==> config.mk <==
export PLATFORM = sky130hd
export DESIGN_NAME = ss_bus_sequencer
export DESIGN_NICKNAME = d
export VERILOG_FILES = /design/src/rtl/ss_seq_pkg.sv /design/src/rtl/ss_idx_next.sv /design/src/rtl/ss_bus_sequencer.sv
export SDC_FILE = /design/constraint.sdc
export NUM_CORES = 1
export LEC_CHECK = 0
export BUFFER_PORTS_ARGS = -buffer_cell sky130_fd_sc_hd__buf_2
export CAP_MARGIN = 20
export CORE_AREA = 2 2 99 139
export CTS_CLUSTER_DIAMETER = 150
export CTS_CLUSTER_SIZE = 14
export DETAILED_ROUTE_END_ITERATION = 10
export DIE_AREA = 0 0 101 141
export GPL_ROUTABILITY_DRIVEN = 0
export PLACE_DENSITY = 0.68
export SKIP_CTS_REPAIR_TIMING = 1
export SYNTH_ARGS = -nofsm -noshare
export SYNTH_HDL_FRONTEND = slang
export SYNTH_SLANG_ARGS = --single-unit
==> constraint.sdc <==
create_clock -name clk -period 5 [get_ports clk]
set_input_delay 0.5 -clock clk [delete_from_list [all_inputs] [get_ports clk]]
set_output_delay 0.5 -clock clk [all_outputs]
set_load 0.01 [all_outputs]
==> src/rtl/ss_seq_pkg.sv <==
// Shared definitions for the savestate bus sequencer: allocation mask, FSM states
// and the checksum word offset (used when SS_CHECKSUM_EN is defined).
package ss_seq_pkg;

  localparam int unsigned SS_NUM_IDX = 64;

  // Allocated indices: 0-2, 4-12, 16-19, 24, 28, 32-37, 40, 48-52.
  localparam logic [63:0] SS_IDX_VALID = 64'h001F_013F_110F_1FF7;

  // Checksum word lives directly after the last index slot.
  localparam int unsigned SS_CHK_OFFSET = SS_NUM_IDX;

  typedef enum logic [3:0] {
    ST_IDLE,
    ST_SAVE_ADR,
    ST_SAVE_CAP,
    ST_SAVE_MEM,
    ST_LOAD_RST,
    ST_LOAD_MEM,
    ST_LOAD_BUS,
    ST_CHK,
    ST_FIN
  } ss_state_e;

  function automatic logic idx_allocated(input int unsigned idx);
    if (idx >= 64) return 1'b0;
    return SS_IDX_VALID[idx[5:0]];
  endfunction

endpackage

==> src/rtl/ss_idx_next.sv <==
// Combinational priority search: lowest allocated index above cur_i (or equal to
// it when incl_i is set) inside 0..NUM_IDX-1; last_o flags that none remains.
module ss_idx_next
  import ss_seq_pkg::*;
#(
  parameter int unsigned NUM_IDX = SS_NUM_IDX
) (
  input  logic [9:0] cur_i,
  input  logic       incl_i,
  output logic [9:0] next_o,
  output logic       last_o
);

  always_comb begin
    next_o = '0;
    last_o = 1'b1;
    // Scan downward so the final hit is the lowest qualifying index.
    for (int j = int'(NUM_IDX) - 1; j >= 0; j--) begin
      if (idx_allocated(unsigned'(j)) &&
          ((j > int'(cur_i)) || (incl_i && (j == int'(cur_i))))) begin
        next_o = 10'(j);
        last_o = 1'b0;
      end
    end
  end

endmodule

==> src/rtl/ss_bus_sequencer.sv <==
// Walks the allocated savestate bus indices to save bus registers to memory or
// restore them from memory. Define SS_CHECKSUM_EN to add the XOR checksum word.
module ss_bus_sequencer
  import ss_seq_pkg::*;
#(
  parameter int unsigned NUM_IDX  = SS_NUM_IDX,
  parameter int unsigned MEM_AW   = 16,
  parameter int unsigned MEM_BASE = 0
) (
  input  logic              clk,
  input  logic              reset_n,
  input  logic              save_req,
  input  logic              load_req,
  output logic              busy,
  output logic              done,
  output logic              error,
  output logic [9:0]        ss_adr,
  output logic [63:0]       ss_din,
  output logic              ss_wren,
  output logic              ss_rst,
  input  logic [63:0]       ss_dout,
  output logic [MEM_AW-1:0] mem_addr,
  output logic [63:0]       mem_wdata,
  output logic              mem_we,
  output logic              mem_re,
  input  logic              mem_ack,
  input  logic [63:0]       mem_rdata,
  output logic [3:0]        dbg_state
);

  localparam logic [MEM_AW-1:0] BASE_ADDR = MEM_AW'(MEM_BASE);

`ifdef SS_CHECKSUM_EN
  localparam logic [MEM_AW-1:0] CHK_ADDR = MEM_AW'(MEM_BASE + NUM_IDX);
  localparam ss_state_e ST_END = ST_CHK;
`else
  localparam ss_state_e ST_END = ST_FIN;
`endif

  ss_state_e   state_q, state_d;
  logic [9:0]  idx_q, idx_d;
  logic [63:0] data_q, data_d;

`ifdef SS_CHECKSUM_EN
  logic [63:0] csum_q, csum_d;
  logic        error_q, error_d;
  logic        save_q, save_d;
  logic        arm_q, arm_d;
`endif

  logic [9:0] srch_cur, srch_next;
  logic       srch_incl, srch_last;

  // From IDLE and LOAD_RST the search starts at index 0 inclusive.
  assign srch_incl = (state_q == ST_IDLE) || (state_q == ST_LOAD_RST);
  assign srch_cur  = srch_incl ? 10'd0 : idx_q;

  ss_idx_next #(.NUM_IDX(NUM_IDX)) u_idx_next (
    .cur_i  (srch_cur),
    .incl_i (srch_incl),
    .next_o (srch_next),
    .last_o (srch_last)
  );

  assign ss_adr    = idx_q;
  assign ss_din    = data_q;
  assign dbg_state = state_q;

`ifdef SS_CHECKSUM_EN
  assign error = error_q;
`else
  assign error = 1'b0;
`endif

  always_comb begin
    state_d   = state_q;
    idx_d     = idx_q;
    data_d    = data_q;
`ifdef SS_CHECKSUM_EN
    csum_d    = csum_q;
    error_d   = error_q;
    save_d    = save_q;
    arm_d     = arm_q;
`endif
    busy      = 1'b1;
    done      = 1'b0;
    ss_wren   = 1'b0;
    ss_rst    = 1'b0;
    mem_we    = 1'b0;
    mem_re    = 1'b0;
    mem_addr  = BASE_ADDR + MEM_AW'(idx_q);
    mem_wdata = data_q;

    case (state_q)
      ST_IDLE: begin
        busy = 1'b0;
        if (save_req || load_req) begin
`ifdef SS_CHECKSUM_EN
          csum_d  = '0;
          error_d = 1'b0;
          save_d  = save_req;
`endif
          if (save_req) begin
            idx_d   = srch_next;
            state_d = srch_last ? ST_END : ST_SAVE_ADR;
          end else begin
            state_d = ST_LOAD_RST;
          end
        end
      end
      ST_SAVE_ADR: state_d = ST_SAVE_CAP;
      ST_SAVE_CAP: begin
        data_d  = ss_dout;
`ifdef SS_CHECKSUM_EN
        csum_d  = csum_q ^ ss_dout;
`endif
        state_d = ST_SAVE_MEM;
      end
      ST_SAVE_MEM: begin
        mem_we = 1'b1;
        if (mem_ack) begin
          idx_d   = srch_last ? idx_q : srch_next;
          state_d = srch_last ? ST_END : ST_SAVE_ADR;
        end
      end
      ST_LOAD_RST: begin
        ss_rst  = 1'b1;
        idx_d   = srch_next;
        state_d = srch_last ? ST_END : ST_LOAD_MEM;
      end
      ST_LOAD_MEM: begin
        mem_re = 1'b1;
        if (mem_ack) begin
          data_d  = mem_rdata;
`ifdef SS_CHECKSUM_EN
          csum_d  = csum_q ^ mem_rdata;
`endif
          state_d = ST_LOAD_BUS;
        end
      end
      ST_LOAD_BUS: begin
        ss_wren = 1'b1;
        idx_d   = srch_last ? idx_q : srch_next;
        state_d = srch_last ? ST_END : ST_LOAD_MEM;
      end
`ifdef SS_CHECKSUM_EN
      // One quiet cycle first so the memory request always drops after an ack.
      ST_CHK: begin
        mem_addr  = CHK_ADDR;
        mem_wdata = csum_q;
        arm_d     = 1'b1;
        if (arm_q) begin
          mem_we = save_q;
          mem_re = !save_q;
          if (mem_ack) begin
            if (!save_q) error_d = (mem_rdata != csum_q);
            arm_d   = 1'b0;
            state_d = ST_FIN;
          end
        end
      end
`endif
      ST_FIN: begin
        busy    = 1'b0;
        done    = 1'b1;
        state_d = ST_IDLE;
      end
      default: begin
        busy    = 1'b0;
        state_d = ST_IDLE;
      end
    endcase
  end

  always_ff @(posedge clk or negedge reset_n) begin
    if (!reset_n) begin
      state_q <= ST_IDLE;
      idx_q   <= '0;
      data_q  <= '0;
`ifdef SS_CHECKSUM_EN
      csum_q  <= '0;
      error_q <= 1'b0;
      save_q  <= 1'b0;
      arm_q   <= 1'b0;
`endif
    end else begin
      state_q <= state_d;
      idx_q   <= idx_d;
      data_q  <= data_d;
`ifdef SS_CHECKSUM_EN
      csum_q  <= csum_d;
      error_q <= error_d;
      save_q  <= save_d;
      arm_q   <= arm_d;
`endif
    end
  end

endmodule
==> flow_summary_export.csv, run 1 <==
group,metric,value,unit
cells_and_area,num-nets-final,802,
grt,grt_usage,14.74,%
critical_path,required,4.50,ns
critical_path,cp_max_fo,40,
critical_path,cpPeakStageDelay,0.68,ns
timing,finalCritPeriodShare,50.03,%
synthesis,synthCells,477,
power,power_leakage,2.628,nW
critical_path,reg2reg_setup_slack,2.86,ns
floorplanning,die-area,0.01424,mm2
cells_and_area,syn_to_final_growth,26.54,%
route,dr_wl_met3,811,um
timing,max_slew_margin,38.70,%
floorplanning,row_count,50,
cells_and_area,multiInputGateArea,0.001804,mm2
synthesis,synthArstFlopShare,100.0,%
critical_path,timing.rr.start,"dbg_state[2]",
outcome,status,"complete, no violations",
synthesis,netlist.area_leader.share,41.70,%
grt,grt_pass1_wl,16670,um
cts,clkTransAtPathRegs,0.06,ns
route,drt-met1-wl,4597,um
grt,antenna_found_initial,0,
route,vias,3874,
route,ant_nets,0,
cells_and_area,seq_area,0.001852,mm2
floorplanning,start_util,33.80,%
synthesis,avgSynthCellArea,9.309,um2
route,first_iter_violations,80,
route,drc,0,
floorplanning,pin_count,298,
cells_and_area,diodes,0,
synthesis,synth.largest_area_cell,"dfrtp_1",
route,first_pass_iters,4,
place,numPortBuffers,282,
critical_path,startpoint,"dbg_state[2]",
critical_path,critPathLaunchType,"flop",
cells_and_area,drive_gt1_share,45.99,%
cts,cts_root_buffer,"clkbuf_16",
cells_and_area,num-fill-cells,1328,
critical_path,worstRegToRegCells,5,
timing,worstMarginPinSlew,0.9195,ns
synthesis,synthFlopType,"dfrtp_1",
floorplanning,die_x,101,um
critical_path,r2r-end,"mem_wdata[15]",
flow_run,cap_violations,0,
route,viasPerCell,4.667,
cts,clk_path_buf_depth,2,
timing,slew_viol_final,0,
route,routedWlPerCell,13.71,um
power,total_power,3.699,mW
hold_path,hp-class,"in2async",
timing,fmax,399.8,MHz
floorplanning,core_area,0.01314,mm2
synthesis,synth_edf_count,0,
timing,setup_violations,0,
synthesis,synth.area.top_cells,"dfrtp_1 (42%), buf_4 (16%), mux2i_1 (14%)",
timing,rsz0062_at_grt,"no",
critical_path,worst_setup_path_end_kind,"output pin",
timing,whs,0.3029,ns
power,power_density,658.2,mW/mm2
timing,tns,0,ns
grt,first_global_vias,3378,
critical_path,cp_slowest_cell,"dfrtp_1",
cts,cts_buffers,9,
cts,clock_sinks,74,
route,wl_met2,5881,um
synthesis,synth_area,0.004441,mm2
timing,period_needed,2.501,ns
power,ir_drop,0.3157,mV
place,hpwl,8633,um
critical_path,arrival,2.00,ns
route,routed_wl,11380,um
grt,overflow,0,
grt,grt_max_degree,75,
route,routed.top_layer,"met4",
floorplanning,fp.dieH,141,um
critical_path,path_cells,"nand2_1, nor3_4, buf_12, buf_2",
critical_path,criticalPathCategory,"reg2out",
synthesis,ys_seq_area_share,41.70,%
synthesis,ys_ff_latch,74,
synthesis,synth.distinct_cells,43,
timing,hold_viol,0,
synthesis,ys_warn_count,0,
timing,finClkSkew,0.006521,ns
cts,clk_latency,0.32,ns
cts,htreeDepth,3,
cts,cts_tree,"done",
==> critical path, delay by kind of cell, from the launching register on <==
kind / cells / cell delay, ns
DFF: 1 / 0.68
and+or+nand+nor: 2 / 0.49
buffers and inverters: 2 / 0.48
==> flip-flops by register name (all words and copies together) (netlist names) <==
| register | count |
|---|---|
| mem_wdata | 64 |
| ss_adr | 6 |
| dbg_state | 4 |
==> report_power, final <==
| part | internal (mW) | total, mW | leakage [nW] | switching (mW) |
|---|---|---|---|---|
| Sequential | 0.899 | 1.21 | 0.828 | 0.310 |
| Combinational | 0.782 | 1.85 | 1.66 | 1.07 |
| Clock | 0.390 | 0.641 | 0.140 | 0.251 |
==> cell type report <==
class | count | area share [%]
Tap cell | 156 | 3.474
Timing Repair Buffer | 286 | 25.92
Sequential cell | 74 | 32.95
Clock buffer | 11 | 4.142
Multi-Input combinational cell | 294 | 32.11
Inverter | 4 | 0.2672
Clock inverter | 5 | 1.136
==> layer usage <==
| layer | track usage, % | up-vias |
|---|---|---|
| li1 | - | 1930 |
| met1 | 18.45 | 1763 |
| met2 | 25.89 | 173 |
| met3 | 2.876 | 8 |
| met4 | 3.627 | 0 |
| met5 | 0 | - |
==> per-stage QoR <==
stage               cell area [um2]  util, %  setup slack [ns]  instances
floorplan                      4493        -             3.215        491
global placement               5323    40.51             2.890        814
detailed placement             5323    40.51             2.856        814
CTS                            5619    42.77             2.490        830
global route                   5619    42.77             2.362        830
finish                         5619    42.77             2.499        830
==> how the worst max path moves through the flow <==
stage             end  slack [ns]
6_report       mem_re        2.50
4_1_cts        mem_re        2.49
3_3_place_gp   mem_re        2.89
2_1_floorplan  mem_re        3.22
5_1_grt        mem_re        2.36
3_5_place_dp   mem_re        2.86
==> cell families after synthesis <==
logic type                 after synthesis  share of synthesized area, %
AOI/OAI and AO/OA                      107                         14.06
xor gates and xnor gates                 1                        0.1973
adders and majority gates                1                        0.2254
buffers and inverters                  123                         19.25
DFF                                     74                         41.70
muxes                                   64                         14.43
other                                    1                       0.08445
and+or+nand+nor                        106                         10.06
==> cell usage in the layout, fill, tap and decap left out, drive strengths merged, types with 3 or more instances in the layout <==
cell,count
or2,3
nand4,3
o31ai,3
dfrtp,74
a21oi,75
inv,5
conb,15
nor3,8
mux2i,64
nor2,80
clkbuf,11
nand2,6
buf,286
o21ai,10
==> cell usage after synthesis (3+ instances only) <==
library cell,n
a21oi_1,75
buf_2,14
buf_4,93
buf_6,3
clkbuf_1,8
dfrtp_1,74
mux2i_1,64
nand2_1,6
nand4_1,3
nor2_1,80
nor3_1,7
o21ai_0,10
o31ai_1,3
No activity file was read; power rests on OpenSTA's default activity.
==> run 2: changes to the inputs <==
--- a/config.mk
+++ b/config.mk
@@ -5,15 +5,16 @@
 export SDC_FILE = /design/constraint.sdc
 export NUM_CORES = 1
 export LEC_CHECK = 0
+export ABC_AREA = 1
 export BUFFER_PORTS_ARGS = -buffer_cell sky130_fd_sc_hd__buf_2
 export CAP_MARGIN = 20
-export CORE_AREA = 2 2 99 139
+export CORE_AREA = 2 2 100 141
 export CTS_CLUSTER_DIAMETER = 150
 export CTS_CLUSTER_SIZE = 14
 export DETAILED_ROUTE_END_ITERATION = 10
-export DIE_AREA = 0 0 101 141
+export DIE_AREA = 0 0 102 143
 export GPL_ROUTABILITY_DRIVEN = 0
-export PLACE_DENSITY = 0.68
+export PLACE_DENSITY = 0.7
 export SKIP_CTS_REPAIR_TIMING = 1
 export SYNTH_ARGS = -nofsm -noshare
 export SYNTH_HDL_FRONTEND = slang
==> constraint.sdc (replaced) <==
create_clock -name clk -period 2.05 [get_ports clk]
set_input_delay 0.205 -clock clk [delete_from_list [all_inputs] [get_ports clk]]
set_output_delay 0.205 -clock clk [all_outputs]
set_load 0.01 [all_outputs]
==> flow_summary_export.csv, run 2 <==
group,metric,value,unit
outcome,status,"finished with violations",
outcome,violations,"setup timing",
synthesis,ys_seq_area_share,40.45,%
critical_path,criticalPathCategory,"reg2reg",
route,routed_wl,14330,um
synthesis,ys_warn_count,0,
critical_path,cpPeakStageDelay,0.42,ns
grt,first_global_vias,4328,
floorplanning,die_x,102,um
cts,htreeDepth,3,
route,first_iter_violations,124,
critical_path,arrival,2.35,ns
cells_and_area,mostFrequentLayoutCell,"buf_2",
cells_and_area,largest_register_ffs,64,
floorplanning,fp.dieH,143,um
grt,grt_usage,18.45,%
timing,hold_viol,0,
timing,slew_viol_final,0,
cts,clk_path_buf_depth,2,
synthesis,synth.distinct_cells,29,
floorplanning,core_area,0.01326,mm2
timing,setup_violations,2,
power,power.share.clock,14.1,%
grt,grt_pass1_wl,20980,um
timing,finClkSkew,0.006623,ns
cells_and_area,stdcell_count,1022,
grt,antenna_found_initial,1,
flow_run,cap_violations,0,
route,routedWlPerCell,14.02,um
floorplanning,pin_count,298,
floorplanning,die-area,0.01459,mm2
critical_path,worstRegToRegCells,20,
synthesis,synthCells,615,
power,p_int,5.407,mW
cells_and_area,final_cell_mix,"buf_2 (281), nand2_1 (178), nor2_1 (84)",
power,pwr-share-seq,28.3,%
cts,cts_tree,"done",
timing,finalCritPeriodShare,101.7,%
route,vias,4775,
timing,fmax,479.7,MHz
timing,period_needed,2.085,ns
cts,clock_sinks,74,
synthesis,synth.largest_area_cell,"dfrtp_1",
place,numPortBuffers,282,
synthesis,synthMuxAreaShare,0,%
hold_path,whs_path_depth,3,
route,drc,0,
route,viasPerCell,4.672,
power,swShare,47.06,%
synthesis,ys_ff_latch,74,
cells_and_area,drive_gt1_share,42.91,%
timing,rsz0062_at_grt,"yes",
synthesis,synth_edf_count,0,
cts,clk_latency,0.33,ns
synthesis,netlist.area_leader.share,40.45,%
route,first_pass_iters,4,
synthesis,synth_xor_xnor_area_share,0,%
power,comb_power_share,57.6,%
place,post-place-ws,-0.04848,ns
grt,overflow,0,
power,ir_drop,0.6487,mV
power,power_density,1665,mW/mm2
power,power.switching,4.807,mW
place,post_dp_cell_area,0.005673,mm2
timing,tns,-0.04315,ns
critical_path,cp_slowest_cell,"dfrtp_2",
cts,cts_buffers,9,
synthesis,synthFlopType,"dfrtp_1",
synthesis,synthTopCellsByCount,"nand2_1 (179), buf_4 (85), nor2_1 (84), dfrtp_1 (74), a31oi_1 (64)",
synthesis,synthArstFlopShare,100.0,%
synthesis,synth.area.top_cells,"dfrtp_1 (40%), nand2_1 (15%), buf_4 (14%)",
floorplanning,row_count,50,
critical_path,path_cells,"nor2_4, buf_12, nand2_8, o21ai_2, nand3_1, o21ai_2, nor2_1, nand2_1, nand2_1, nand2_1, nand2_1, nand2_1, nand2_1, nand2_1, nand2_1, nand2_1, nand2_1, nand2_1, nand2_1, nand2_1",
synthesis,synth_compound_area_share,13.77,%
synthesis,post-synth-top-count-cell,"nand2_1",
critical_path,required,2.31,ns
critical_path,cp_max_fo,5,
synthesis,avgSynthCellArea,7.444,um2
place,place_inst,994,
synthesis,synth_simple_gate_area_share,26.65,%
cells_and_area,stdcell_area,0.006133,mm2
power,power_leakage,3.111,nW
critical_path,critPathLaunchType,"flop",
cells_and_area,syn_to_final_growth,33.97,%
cts,clkTransAtPathRegs,0.06,ns
critical_path,crit_path_frequent_cell,"nand2_1",
synthesis,synth_top_family_by_area,"simple AND/OR/NAND/NOR gates",
route,ant_nets,0,
floorplanning,start_util,34.52,%
place,hpwl,10730,um
cells_and_area,final_util,46.25,%
cells_and_area,num-nets-final,967,
synthesis,synth_area,0.004578,mm2
timing,whs,0.1249,ns
hold_path,hp-class,"in2reg",
synthesis,synth_fa_ha_area_share,0,%
cts,cts_root_buffer,"clkbuf_16",
timing,worst_slack,-0.03465,ns
critical_path,worst_setup_path_end_kind,"flop",
grt,grt_max_degree,89,
power,total_power,10.21,mW
critical_path,reg2reg_setup_slack,-0.03,ns
==> run 2: changes by cell type in the layout (fill, tap and decap cells not counted), moves of 4 or more <==
cell	delta
nor2_4	+4
a21oi_1	-62
a31oi_1	+62
inv_2	+4
o21ai_2	+4
buf_4	+15
nor2_1	+4
o21ai_1	+5
nand3_1	+8
nand2_1	+172
inv_1	+19
mux2i_1	-64
==> run 2: worst max-delay path, delay by kind of cell, from the launching register on <==
kind,cells,cell delay (ns)
flip-flops,1,0.42
buffers and inverters,1,0.15
AO/OA/AOI/OAI,2,0.29
AND/OR/NAND/NOR,17,1.15
==> run 2: final timing paths <==
kind / startpoint / endpoint
hold / removal: ss_dout[11] / mem_wdata[11]
min in group asynchronous: reset_n / mem_wdata[22]
setup reg to reg: dbg_state[0] / ss_adr[0]
max in group asynchronous: reset_n / mem_wdata[40]
setup / recovery: dbg_state[0] / ss_adr[0]
hold reg to reg: mem_wdata[39] / mem_wdata[39]
==> run 2: final cells by class <==
| type | instances | area [um2] |
|---|---|---|
| Sequential cell | 74 | 1854 |
| Inverter | 29 | 113.9 |
| Antenna cell | 1 | 2.502 |
| Multi-Input combinational cell | 413 | 2002 |
| Clock inverter | 6 | 42.54 |
| Fill cell | 1412 | 7129 |
| Clock buffer | 10 | 229.0 |
| Timing Repair Buffer | 307 | 1662 |
| Tap cell | 182 | 227.7 |
==> run 2: power by group through the flow <==
| stage | Sequential, mW | Combinational (mW) | Clock (mW) |
|---|---|---|---|
| 2_1_floorplan | 3.11 | 3.90 | 0 |
| 3_3_place_gp | 2.89 | 5.44 | 0 |
| 3_5_place_dp | 2.91 | 5.51 | 0 |
| 4_1_cts | 2.90 | 5.52 | 1.49 |
| 5_1_grt | 3.00 | 6.53 | 1.54 |
| 6_report | 2.89 | 5.88 | 1.44 |
==> run 2: routing by layer <==
metal  routed length, um  up-vias  GRT usage, %
li1                    -     2337             -
met1                5575     2179         21.42
met4                 349        2         7.018
met3                 915       33         3.622
met2                7479      224         33.00
met5                  13        -             0
==> run 2: kinds of logic (layout without fill, tap and decap cells) <==
kind of cell	Yosys count	count (layout)
other cells	1	16
flops	74	74
buf+inv	143	352
compound gates	104	104
simple gates	293	294
==> run 3: changes to the inputs <==
--- a/config.mk
+++ b/config.mk
@@ -8,13 +8,15 @@
 export ABC_AREA = 1
 export BUFFER_PORTS_ARGS = -buffer_cell sky130_fd_sc_hd__buf_2
 export CAP_MARGIN = 20
-export CORE_AREA = 2 2 100 141
+export CELL_PAD_IN_SITES_DETAIL_PLACEMENT = 1
+export CELL_PAD_IN_SITES_GLOBAL_PLACEMENT = 1
+export CORE_AREA = 2 2 116 163
 export CTS_CLUSTER_DIAMETER = 150
 export CTS_CLUSTER_SIZE = 14
 export DETAILED_ROUTE_END_ITERATION = 10
-export DIE_AREA = 0 0 102 143
+export DIE_AREA = 0 0 118 165
 export GPL_ROUTABILITY_DRIVEN = 0
-export PLACE_DENSITY = 0.7
+export PLACE_DENSITY = 0.76
 export SKIP_CTS_REPAIR_TIMING = 1
 export SYNTH_ARGS = -nofsm -noshare
 export SYNTH_HDL_FRONTEND = slang
==> constraint.sdc (replaced) <==
create_clock -name clk -period 1.9 [get_ports clk]
set_input_delay 0.19 -clock clk [delete_from_list [all_inputs] [get_ports clk]]
set_output_delay 0.19 -clock clk [all_outputs]
set_load 0.01 [all_outputs]
==> flow_summary_export.csv, run 3 (same netlist as run 2, synthesis figures left out) <==
group,metric,value,unit
critical_path,reg2reg_setup_slack,-0.16,ns
cts,cts_root_buffer,"clkbuf_16",
grt,antenna_found_initial,0,
timing,tns,-0.2961,ns
cells_and_area,drive_gt1_share,45.05,%
power,power.share.clock,14.6,%
critical_path,timing.rr.start,"dbg_state[1]",
power,power_leakage,3.290,nW
power,p_int,6.373,mW
cells_and_area,mostFrequentLayoutCell,"buf_2",
floorplanning,row_count,58,
critical_path,arrival,2.34,ns
floorplanning,start_util,25.54,%
cells_and_area,final_cell_mix,"buf_2 (281), nand2_1 (178), nor2_1 (79)",
cells_and_area,largest_register_ffs,64,
cts,cts_tree,"done",
power,swShare,45.96,%
hold_path,hold_start,"ss_dout[8]",
timing,period_needed,2.061,ns
critical_path,cpPeakStageDelay,0.42,ns
floorplanning,die-area,0.01947,mm2
floorplanning,fp.dieH,165,um
timing,finalCritPeriodShare,108.5,%
place,numPortBuffers,282,
timing,rsz0062_at_grt,"yes",
timing,finClkSkew,0.007361,ns
critical_path,criticalPathCategory,"reg2reg",
critical_path,startpoint,"dbg_state[1]",
power,power_density,1816,mW/mm2
power,ir_drop,0.6543,mV
timing,setup_violations,3,
cts,clock_sinks,74,
cells_and_area,multiInputGateArea,0.001983,mm2
route,first_pass_iters,4,
place,post-place-ws,-0.1343,ns
route,routedWlPerCell,15.11,um
cells_and_area,diodes,0,
critical_path,cp_slowest_cell,"dfrtp_2",
power,pwr-share-seq,26.2,%
timing,slew_viol_final,0,
grt,overflow,0,
floorplanning,pin_count,298,
cells_and_area,num-nets-final,996,
outcome,violations,"setup timing",
cells_and_area,syn_to_final_growth,41.87,%
floorplanning,core_area,0.01792,mm2
route,vias,4892,
cts,clk_latency,0.34,ns
timing,max_slew_margin,66.42,%
route,ant_nets,0,
outcome,status,"finished with violations",
place,hpwl,13060,um
cells_and_area,seq_area,0.001854,mm2
timing,whs,0.09988,ns
grt,grt_max_degree,54,
critical_path,required,2.18,ns
critical_path,worst_setup_path_end_kind,"flop",
route,viasPerCell,4.415,
critical_path,cp-endpoint,"ss_adr[0]",
critical_path,path_cells,"nor2_4, nand2_8, nand2_4, nand3_1, o21ai_1, nor2_1, nand2_1, nand2_1, nand2_1, nand2_1, nand2_1, nand2_1, nand2_1, nand2_1, nand2_1, nand2_1, nand2_1, nand2_1, nand2_1",
grt,grt_usage,15.97,%
critical_path,cp_max_fo,11,
timing,hold_viol,0,
grt,grt_pass1_wl,24550,um
critical_path,critPathLaunchType,"flop",
cts,clkTransAtPathRegs,0.07,ns
timing,fmax,485.2,MHz
flow_run,cap_violations,0,
timing,worstMarginPinSlew,0.5037,ns
cts,clk_path_buf_depth,2,
floorplanning,die_x,118,um
cts,htreeDepth,3,
route,drc,0,
power,comb_power_share,59.2,%
route,first_iter_violations,107,
power,power.switching,5.420,mW
route,routed_wl,16740,um
critical_path,worstRegToRegCells,19,
cells_and_area,num-fill-cells,2325,
cts,cts_buffers,9,
grt,first_global_vias,4807,
hold_path,hp-class,"in2reg",
timing,worst_slack,-0.1610,ns
critical_path,r2r-end,"ss_adr[0]",
critical_path,crit_path_frequent_cell,"nand2_1",
run 3: changes by cell type in the layout (fill, tap and decap cells not counted), moves of 3 or more:
cell and change:
a21oi_1 +3, nor2_4 +3, nor2_1 -5, a21oi_2 -3, buf_4 +25
run 3: worst min-delay path by stage:
stage | endpoint | slack [ns] | cells after the start
final | mem_wdata[8] | 0.1 | 3
after global routing | mem_wdata[20] | 0.1 | 3
after CTS | mem_wdata[48] | -0.19 | 1
after detailed placement | mem_wdata[3] | 0.19 | 1
after global placement | mem_wdata[3] | 0.18 | 1
after floorplan | dbg_state[0] | -0.11 | 0
run 3: worst max-delay path, delay by kind of cell (launching register included):
family,cells,cell delay [ns]
flops,1,0.42
simple gates,18,1.31
compound gates,1,0.26
run 3: stage by stage:
step	cells	power [mW]	util, %	cell area (um2)
after floorplan	629	7.571	-	4633
after global placement	1081	9.521	33.35	5978
after detailed placement	1081	9.690	33.35	5978
after CTS	1097	11.47	35.00	6274
after global routing	1108	12.78	36.23	6495
final	1108	11.79	36.23	6495
run 3: metal layers:
| metal | wire length (um) | up-vias | global-route usage [%] |
|---|---|---|---|
| met1 | 6203 | 2291 | 17.08 |
| met5 | 0 | - | 0 |
| li1 | - | 2385 | - |
| met2 | 9168 | 188 | 30.42 |
| met4 | 384 | 0 | 6.627 |
| met3 | 983 | 28 | 3.315 |
run 3: final cells by class:
cell class	instances	share of cell area, %
Clock buffer	10	3.525
Sequential cell	74	28.55
Inverter	29	1.715
Multi-Input combinational cell	412	30.53
Timing Repair Buffer	337	30.03
Clock inverter	6	1.021
Tap cell	240	4.623
run 3: power groups by stage:
stage / combinational (mW) / clock (mW) / sequential (mW)
after floorplan: 4.21 / 0 / 3.36
after global placement: 6.43 / 0 / 3.09
after detailed placement: 6.57 / 0 / 3.12
after CTS: 6.57 / 1.79 / 3.11
after global routing: 7.72 / 1.85 / 3.21
final: 6.98 / 1.72 / 3.09
